**src/rtl/gsau_wb_buffer_pkg.sv**
```systemverilog
// Shared vector types and writeback-buffer entry layout for the GSAU
// writeback path.
package gsau_wb_buffer_pkg;

  localparam int unsigned VREG_W   = 512;
  localparam int unsigned VSEL_W   = 5;
  localparam int unsigned WB_DEPTH = 4;

  typedef logic [VREG_W-1:0] vreg_t;
  typedef logic [VSEL_W-1:0] vsel_t;

  typedef struct packed {
    vsel_t dst;
    vreg_t data;
  } wb_entry_t;

endpackage

```
**src/rtl/gsau_wb_buffer_if.sv**
```systemverilog
// Upstream GSAU -> writeback buffer handshake (psum + destination register).
interface gsau_wb_buffer_if;
  import gsau_wb_buffer_pkg::*;

  vreg_t wb_psum;
  vsel_t wb_wbdst;
  logic  wb_valid;
  logic  wb_output_ready;

  modport master (
    output wb_psum,
    output wb_wbdst,
    output wb_valid,
    input  wb_output_ready
  );

  modport slave (
    input  wb_psum,
    input  wb_wbdst,
    input  wb_valid,
    output wb_output_ready
  );

endinterface

```
**src/rtl/gsau_wb_buffer_wb_fifo.sv**
```systemverilog
// Circular FIFO of writeback entries; exposes every slot and its valid bit so
// the parent can run a hazard compare across the whole buffer.
module gsau_wb_buffer_wb_fifo
  import gsau_wb_buffer_pkg::*;
#(
  parameter  int unsigned DEPTH = WB_DEPTH,
  localparam int unsigned PTR_W = $clog2(DEPTH)
) (
  input  logic             clk,
  input  logic             rst_n,
  input  logic             push_i,
  input  wb_entry_t        push_data_i,
  input  logic             pop_i,
  output wb_entry_t        head_o,
  output wb_entry_t        entries_o [DEPTH],
  output logic [DEPTH-1:0] valid_o,
  output logic [PTR_W:0]   count_o,
  output logic             full_o,
  output logic             empty_o
);

  wb_entry_t        mem_q [DEPTH];
  logic [DEPTH-1:0] valid_q, valid_d;
  logic [PTR_W-1:0] wptr_q, wptr_d, rptr_q, rptr_d;
  logic [PTR_W:0]   count_q, count_d;
  logic             do_push, do_pop;

  assign full_o  = (count_q == (PTR_W+1)'(DEPTH));
  assign empty_o = (count_q == '0);
  assign do_push = push_i && !full_o;
  assign do_pop  = pop_i && !empty_o;

  // DEPTH is a power of two, so pointer increments wrap naturally.
  always_comb begin
    wptr_d  = wptr_q;
    rptr_d  = rptr_q;
    count_d = count_q;
    valid_d = valid_q;
    if (do_push) begin
      valid_d[wptr_q] = 1'b1;
      wptr_d          = wptr_q + PTR_W'(1);
    end
    if (do_pop) begin
      valid_d[rptr_q] = 1'b0;
      rptr_d          = rptr_q + PTR_W'(1);
    end
    if (do_push && !do_pop) begin
      count_d = count_q + (PTR_W+1)'(1);
    end else if (do_pop && !do_push) begin
      count_d = count_q - (PTR_W+1)'(1);
    end
  end

  always_ff @(posedge clk or negedge rst_n) begin
    if (!rst_n) begin
      wptr_q  <= '0;
      rptr_q  <= '0;
      count_q <= '0;
      valid_q <= '0;
    end else begin
      wptr_q  <= wptr_d;
      rptr_q  <= rptr_d;
      count_q <= count_d;
      valid_q <= valid_d;
    end
  end

  always_ff @(posedge clk) begin
    if (do_push) begin
      mem_q[wptr_q] <= push_data_i;
    end
  end

  assign head_o    = mem_q[rptr_q];
  assign entries_o = mem_q;
  assign valid_o   = valid_q;
  assign count_o   = count_q;

  a_count_bound: assert property (@(posedge clk) disable iff (!rst_n)
    count_q <= (PTR_W+1)'(DEPTH));

  a_no_underflow: assert property (@(posedge clk) disable iff (!rst_n)
    !(pop_i && empty_o));

endmodule

```
**src/rtl/gsau_wb_buffer.sv**
```systemverilog
// In-order writeback buffer between the GSAU control unit and the veggie
// register file, with scoreboard commit notify and pending-write hazard query.
module gsau_wb_buffer
  import gsau_wb_buffer_pkg::*;
#(
  parameter  int unsigned DEPTH = WB_DEPTH,
  localparam int unsigned PTR_W = $clog2(DEPTH)
) (
  input  logic            CLK,
  input  logic            nRST,
  gsau_wb_buffer_if.slave wb,
  output logic            veg_wen,
  output vsel_t           veg_wdst,
  output vreg_t           veg_wdata,
  input  logic            veg_wready,
  output logic            sb_wb_done,
  output vsel_t           sb_wb_dst,
  input  vsel_t           hz_vsel,
  output logic            hz_pending,
  output logic [PTR_W:0]  occupancy,
  output logic            empty
);

  wb_entry_t        push_entry;
  wb_entry_t        head;
  wb_entry_t        entries [DEPTH];
  logic [DEPTH-1:0] valid;
  logic [PTR_W:0]   count;
  logic             full, fifo_empty, commit;
  logic             sb_done_q, sb_done_d;
  vsel_t            sb_dst_q, sb_dst_d;

  assign push_entry = '{dst: wb.wb_wbdst, data: wb.wb_psum};

  gsau_wb_buffer_wb_fifo #(
    .DEPTH (DEPTH)
  ) u_fifo (
    .clk         (CLK),
    .rst_n       (nRST),
    .push_i      (wb.wb_valid),
    .push_data_i (push_entry),
    .pop_i       (commit),
    .head_o      (head),
    .entries_o   (entries),
    .valid_o     (valid),
    .count_o     (count),
    .full_o      (full),
    .empty_o     (fifo_empty)
  );

  // Ready comes only from the registered count, never from veg_wready.
  assign wb.wb_output_ready = !full;

  assign veg_wen   = !fifo_empty;
  assign commit    = veg_wen && veg_wready;
  // Head slot is uninitialised storage when empty; present zeros instead.
  assign veg_wdst  = veg_wen ? head.dst  : '0;
  assign veg_wdata = veg_wen ? head.data : '0;

  always_comb begin
    sb_done_d = commit;
    sb_dst_d  = commit ? head.dst : sb_dst_q;
  end

  always_ff @(posedge CLK or negedge nRST) begin
    if (!nRST) begin
      sb_done_q <= 1'b0;
      sb_dst_q  <= '0;
    end else begin
      sb_done_q <= sb_done_d;
      sb_dst_q  <= sb_dst_d;
    end
  end

  assign sb_wb_done = sb_done_q;
  assign sb_wb_dst  = sb_dst_q;

  always_comb begin
    hz_pending = 1'b0;
    for (int unsigned i = 0; i < DEPTH; i++) begin
      if (valid[i] && (entries[i].dst == hz_vsel)) begin
        hz_pending = 1'b1;
      end
    end
  end

  assign occupancy = count;
  assign empty     = fifo_empty;

  a_wb_hold_stable: assert property (@(posedge CLK) disable iff (!nRST)
    (wb.wb_valid && !wb.wb_output_ready) |=>
      (wb.wb_valid && $stable(wb.wb_psum) && $stable(wb.wb_wbdst)));

endmodule

```
**src/flat_wrapper.sv**
```systemverilog
// flat-port wrapper written by rule: the top's interface ports become plain ports
module gsau_wb_buffer_flat import gsau_wb_buffer_pkg::*;
#(
  parameter  int unsigned DEPTH = WB_DEPTH,
  localparam int unsigned PTR_W = $clog2(DEPTH)
)
  (CLK, nRST, veg_wen, veg_wdst, veg_wdata, veg_wready, sb_wb_done, sb_wb_dst, hz_vsel, hz_pending, occupancy, empty, wb_wb_psum, wb_wb_wbdst, wb_wb_valid, wb_wb_output_ready);
  gsau_wb_buffer_if wb_i ();
  input  logic CLK;
  input  logic nRST;
  output logic veg_wen;
  output vsel_t veg_wdst;
  output vreg_t veg_wdata;
  input  logic veg_wready;
  output logic sb_wb_done;
  output vsel_t sb_wb_dst;
  input  vsel_t hz_vsel;
  output logic hz_pending;
  output logic [PTR_W:0] occupancy;
  output logic empty;
  input wire logic [$bits(wb_i.wb_psum)-1:0] wb_wb_psum;
  input wire logic [$bits(wb_i.wb_wbdst)-1:0] wb_wb_wbdst;
  input wire logic [$bits(wb_i.wb_valid)-1:0] wb_wb_valid;
  output wire logic [$bits(wb_i.wb_output_ready)-1:0] wb_wb_output_ready;
  assign wb_i.wb_psum = wb_wb_psum;
  assign wb_i.wb_wbdst = wb_wb_wbdst;
  assign wb_i.wb_valid = wb_wb_valid;
  assign wb_wb_output_ready = wb_i.wb_output_ready;
  gsau_wb_buffer #(.DEPTH(DEPTH)) u_core (.CLK(CLK), .nRST(nRST), .wb(wb_i), .veg_wen(veg_wen), .veg_wdst(veg_wdst), .veg_wdata(veg_wdata), .veg_wready(veg_wready), .sb_wb_done(sb_wb_done), .sb_wb_dst(sb_wb_dst), .hz_vsel(hz_vsel), .hz_pending(hz_pending), .occupancy(occupancy), .empty(empty));
endmodule
```
**config.mk**
```make
export PLATFORM = sky130hd
export DESIGN_NAME = gsau_wb_buffer_flat
export DESIGN_NICKNAME = d
export VERILOG_FILES = /design/src/rtl/gsau_wb_buffer_pkg.sv /design/src/rtl/gsau_wb_buffer_if.sv /design/src/rtl/gsau_wb_buffer_wb_fifo.sv /design/src/rtl/gsau_wb_buffer.sv /design/src/flat_wrapper.sv
export SDC_FILE = /design/constraint.sdc
export NUM_CORES = 2
export LEC_CHECK = 0
export BUFFER_PORTS_ARGS = -buffer_cell sky130_fd_sc_hd__buf_2
export CAP_MARGIN = 40
export CORE_MARGIN = 3
export CORE_UTILIZATION = 30
export CTS_CLUSTER_SIZE = 16
export DETAILED_ROUTE_END_ITERATION = 12
export HOLD_SLACK_MARGIN = 0.06
export PLACE_DENSITY = 0.58
export SLEW_MARGIN = 20
export SYNTH_ARGS = -nofsm -noshare
export SYNTH_HDL_FRONTEND = slang
export SYNTH_HIERARCHICAL = 1
export SYNTH_SLANG_ARGS = --single-unit
```
**constraint.sdc**
```tcl
create_clock -name CLK -period 54.8 [get_ports CLK]
set_clock_uncertainty 0.1 [all_clocks]
set_input_delay 2.74 -clock CLK [delete_from_list [all_inputs] [get_ports CLK]]
set_output_delay 2.74 -clock CLK [all_outputs]
set_load 0.05 [all_outputs]
```
==> impl_metrics.env <==
export IMPL_status="finished clean"
export IMPL_drt_vias_per_instance=4.63
export IMPL_synth_edf_count=2068
export IMPL_setup_ws_ps=46130
export IMPL_initial_core_util_pct=30.3
export IMPL_dr_total_vias=38366
export IMPL_grt_pass1_wl_um=289000
export IMPL_timing_hold_ws_ps=428
export IMPL_antenna_found_initial=141
export IMPL_die_y_um=519
export IMPL_fp_row_count=187
export IMPL_hp_start="u_core/sb_wb_dst[1]"
export IMPL_clockRootBuffer="clkbuf_16"
export IMPL_crit_required_ps=51960
export IMPL_grt_max_degree=146
export IMPL_die_w_um=519
export IMPL_fin_area_um2=95800
export IMPL_layout_nets=5097
export IMPL_cts_hold_buf=0
export IMPL_clkSlewWorstSetupHoldPaths_ps=60
export IMPL_synth_async_reset_ratio_pct=0.815
export IMPL_drc_errors=0
export IMPL_post_place_ws_ps=46720
export IMPL_critPathArrivalTime_ps=5830
export IMPL_synth_common_cells="2,068 x edfxtp_1, 519 x nor2b_1, 517 x mux4_2"
export IMPL_synth_top_family_by_area="multiplexers"
export IMPL_drtPass1Iterations=7
export IMPL_syn_area_um2=79000
export IMPL_regToRegEndpoint="u_core/u_fifo/entries_o[231]"
export IMPL_htreeDepth=4
export IMPL_synth_top_flop_cell="edfxtp_1"
export IMPL_synth_seq_cells=2085
export IMPL_setup_tns_final_ps=0
export IMPL_maxSlewHeadroom_pct=20.0
export IMPL_synth_compound_area_share_pct=0.0523
export IMPL_max_cap_violations=0
export IMPL_final_period_utilization_pct=15.8
export IMPL_grt_ovfl_total=0
export IMPL_synthTopCellsByArea="edfxtp_1 79%, mux4_2 15%, nor2b_1 4.1%"
export IMPL_drive_gt1_share_pct=41.6
export IMPL_avgSynthCellArea_um2=23.4
export IMPL_ys_seq_area_share_pct=79.2
export IMPL_hold_path_class="reg -> reg"
export IMPL_synthToLayoutAreaGrowth_pct=21.3
export IMPL_reg2reg_depth=9
export IMPL_fin_crit_ps=8670
export IMPL_io_pins=1056
export IMPL_rsz0062_at_grt="no"
export IMPL_holdPathStages=1
export IMPL_cts_buffer_depth=4
export IMPL_cts_repair_resized=0
export IMPL_yosysTopAreaCellShare_pct=78.6
export IMPL_syn_inst=3373
export IMPL_hold_viol=0
export IMPL_cts_tree="built"
export IMPL_synth_nets=3909
export IMPL_core_area_um2=261000
export IMPL_cp_start_kind="flop"
export IMPL_finalSetupViolCount=0
export IMPL_critPathKind="reg -> out"
export IMPL_post_dp_hpwl_um=134000
export IMPL_min_to="u_core/sb_wb_dst[1]"
export IMPL_r2r_setup_slack_ps=49260
export IMPL_grt_usage_pct=14.5
export IMPL_r2r_start="u_core/u_fifo/count_o[2]"
export IMPL_synthAdderAreaFrac_pct=0.168
export IMPL_dieArea_um2=269000
export IMPL_post_cts_buffers=0
export IMPL_synth_warnings=6
export IMPL_wl_per_cell_um=24.3
export IMPL_cts_buffers=217
export IMPL_dpl_cell_area_um2=88800
export IMPL_synth_mux_area_share_pct=14.9
export IMPL_numClockSinks=2085
export IMPL_drt_iter0_drc=2807
export IMPL_finalWirelength_um=201000
export IMPL_grt_pass1_vias=40223
export IMPL_worst_pin_slew_ps=1200
export IMPL_synth_xor_area_share_pct=0.277
export IMPL_ys_types=27
export IMPL_crit_fanout=87
export IMPL_yosysMostFrequentCell="edfxtp_1"
export IMPL_postRouteAntennaNets=0
export IMPL_post_synth_top_area_cell="edfxtp_1"
export IMPL_maxSlewViolCount=0
export IMPL_clock_latency_ps=810
export IMPL_crit_path_end_kind="output pin"
export IMPL_fmax_ghz=0.115
export IMPL_synthSimpleGateAreaFrac_pct=4.24
export IMPL_port_buffers=1055
export IMPL_gp_congestion=0.811
## state kept, by name, indices dropped and copies added, names as in the netlist
signal,cells
u_core/u_fifo/entries_o,2068
u_core/sb_wb_dst,5
u_core/u_fifo/valid_o,4
u_core/u_fifo/count_o,3
u_core/u_fifo/rptr_q,2
u_core/u_fifo/wptr_q,2
u_core/sb_wb_done,1
## critical path, stage by stage, from the launching register on
cell and delay [ps]:
dfrtp_4 810, buf_12 570, buf_4 650, buf_4 680, buf_4 390, buf_4 640, mux4_2 590, nor2b_1 150
buf_2 230
## worst max path at each step
stage	from	end	slack, ps	cells after the start
2_1_floorplan	wb_wb_valid	u_core/u_fifo/entries_o[1034]	28810	2
3_3_place_gp	u_core/u_fifo/rptr_q[0]	veg_wdata[345]	46120	8
3_5_place_dp	u_core/u_fifo/rptr_q[0]	veg_wdata[345]	46720	8
4_1_cts	u_core/u_fifo/rptr_q[0]	veg_wdata[345]	45760	8
5_1_grt	u_core/u_fifo/rptr_q[0]	veg_wdata[188]	45440	8
6_report	u_core/u_fifo/rptr_q[0]	veg_wdata[185]	46130	8
## cells in the final DEF, fill, tap and decap left out, drive strengths merged, types with 5 or more instances in the layout
cell type	count
mux2	8
clkbuf	266
xnor2	7
bufinv	14
nor2b	519
ha	9
edfxtp	2068
xor2	18
dfrtp	17
mux4	517
clkinv	84
diode	76
inv	21
nand2	5
nor2	5
buf	1144
## per-layer routing
metal  vias to the layer above  part of all wire (%)  GRT usage, %
li1                      16377                     -             -
met2                      1378                    48          23.1
met4                       134                   3.0          4.69
met1                     20041                    38          17.1
met5                         -                  0.45         0.196
met3                       436                    11          7.12
## stage by stage
| step | instances | util (%) |
|---|---|---|
| 4_1_cts | 8211 | 36.6 |
| 2_1_floorplan | 3373 | - |
| 3_5_place_dp | 7832 | 34.1 |
| 5_1_grt | 8250 | 36.7 |
| 6_report | 8293 | 36.8 |
| 3_3_place_gp | 7810 | 33.9 |
## area by class of cell
type	instances	area [um2]
tap	3496	4370
antenna	76	190
inverter	9	33.8
fill	24074	165000
clock buffer	266	5640
sequential	2085	62500
clock inverter	113	1000
timing repair buffer	1144	6550
multi-input combinational	1104	15500
## logic make-up (layout without fill, tap and decap cells)
logic type / after synthesis / after routing
other: 0 / 76
DFF: 2085 / 2085
xor gates and xnor gates: 25 / 25
muxes: 525 / 525
AOI/OAI and AO/OA: 5 / 5
and+or+nand+nor: 539 / 539
buffers and inverters: 184 / 1532
adders and majority gates: 10 / 10
Power is not shown: default switching activity piles up to over one toggle a cycle in this logic, so the estimate is an artifact.
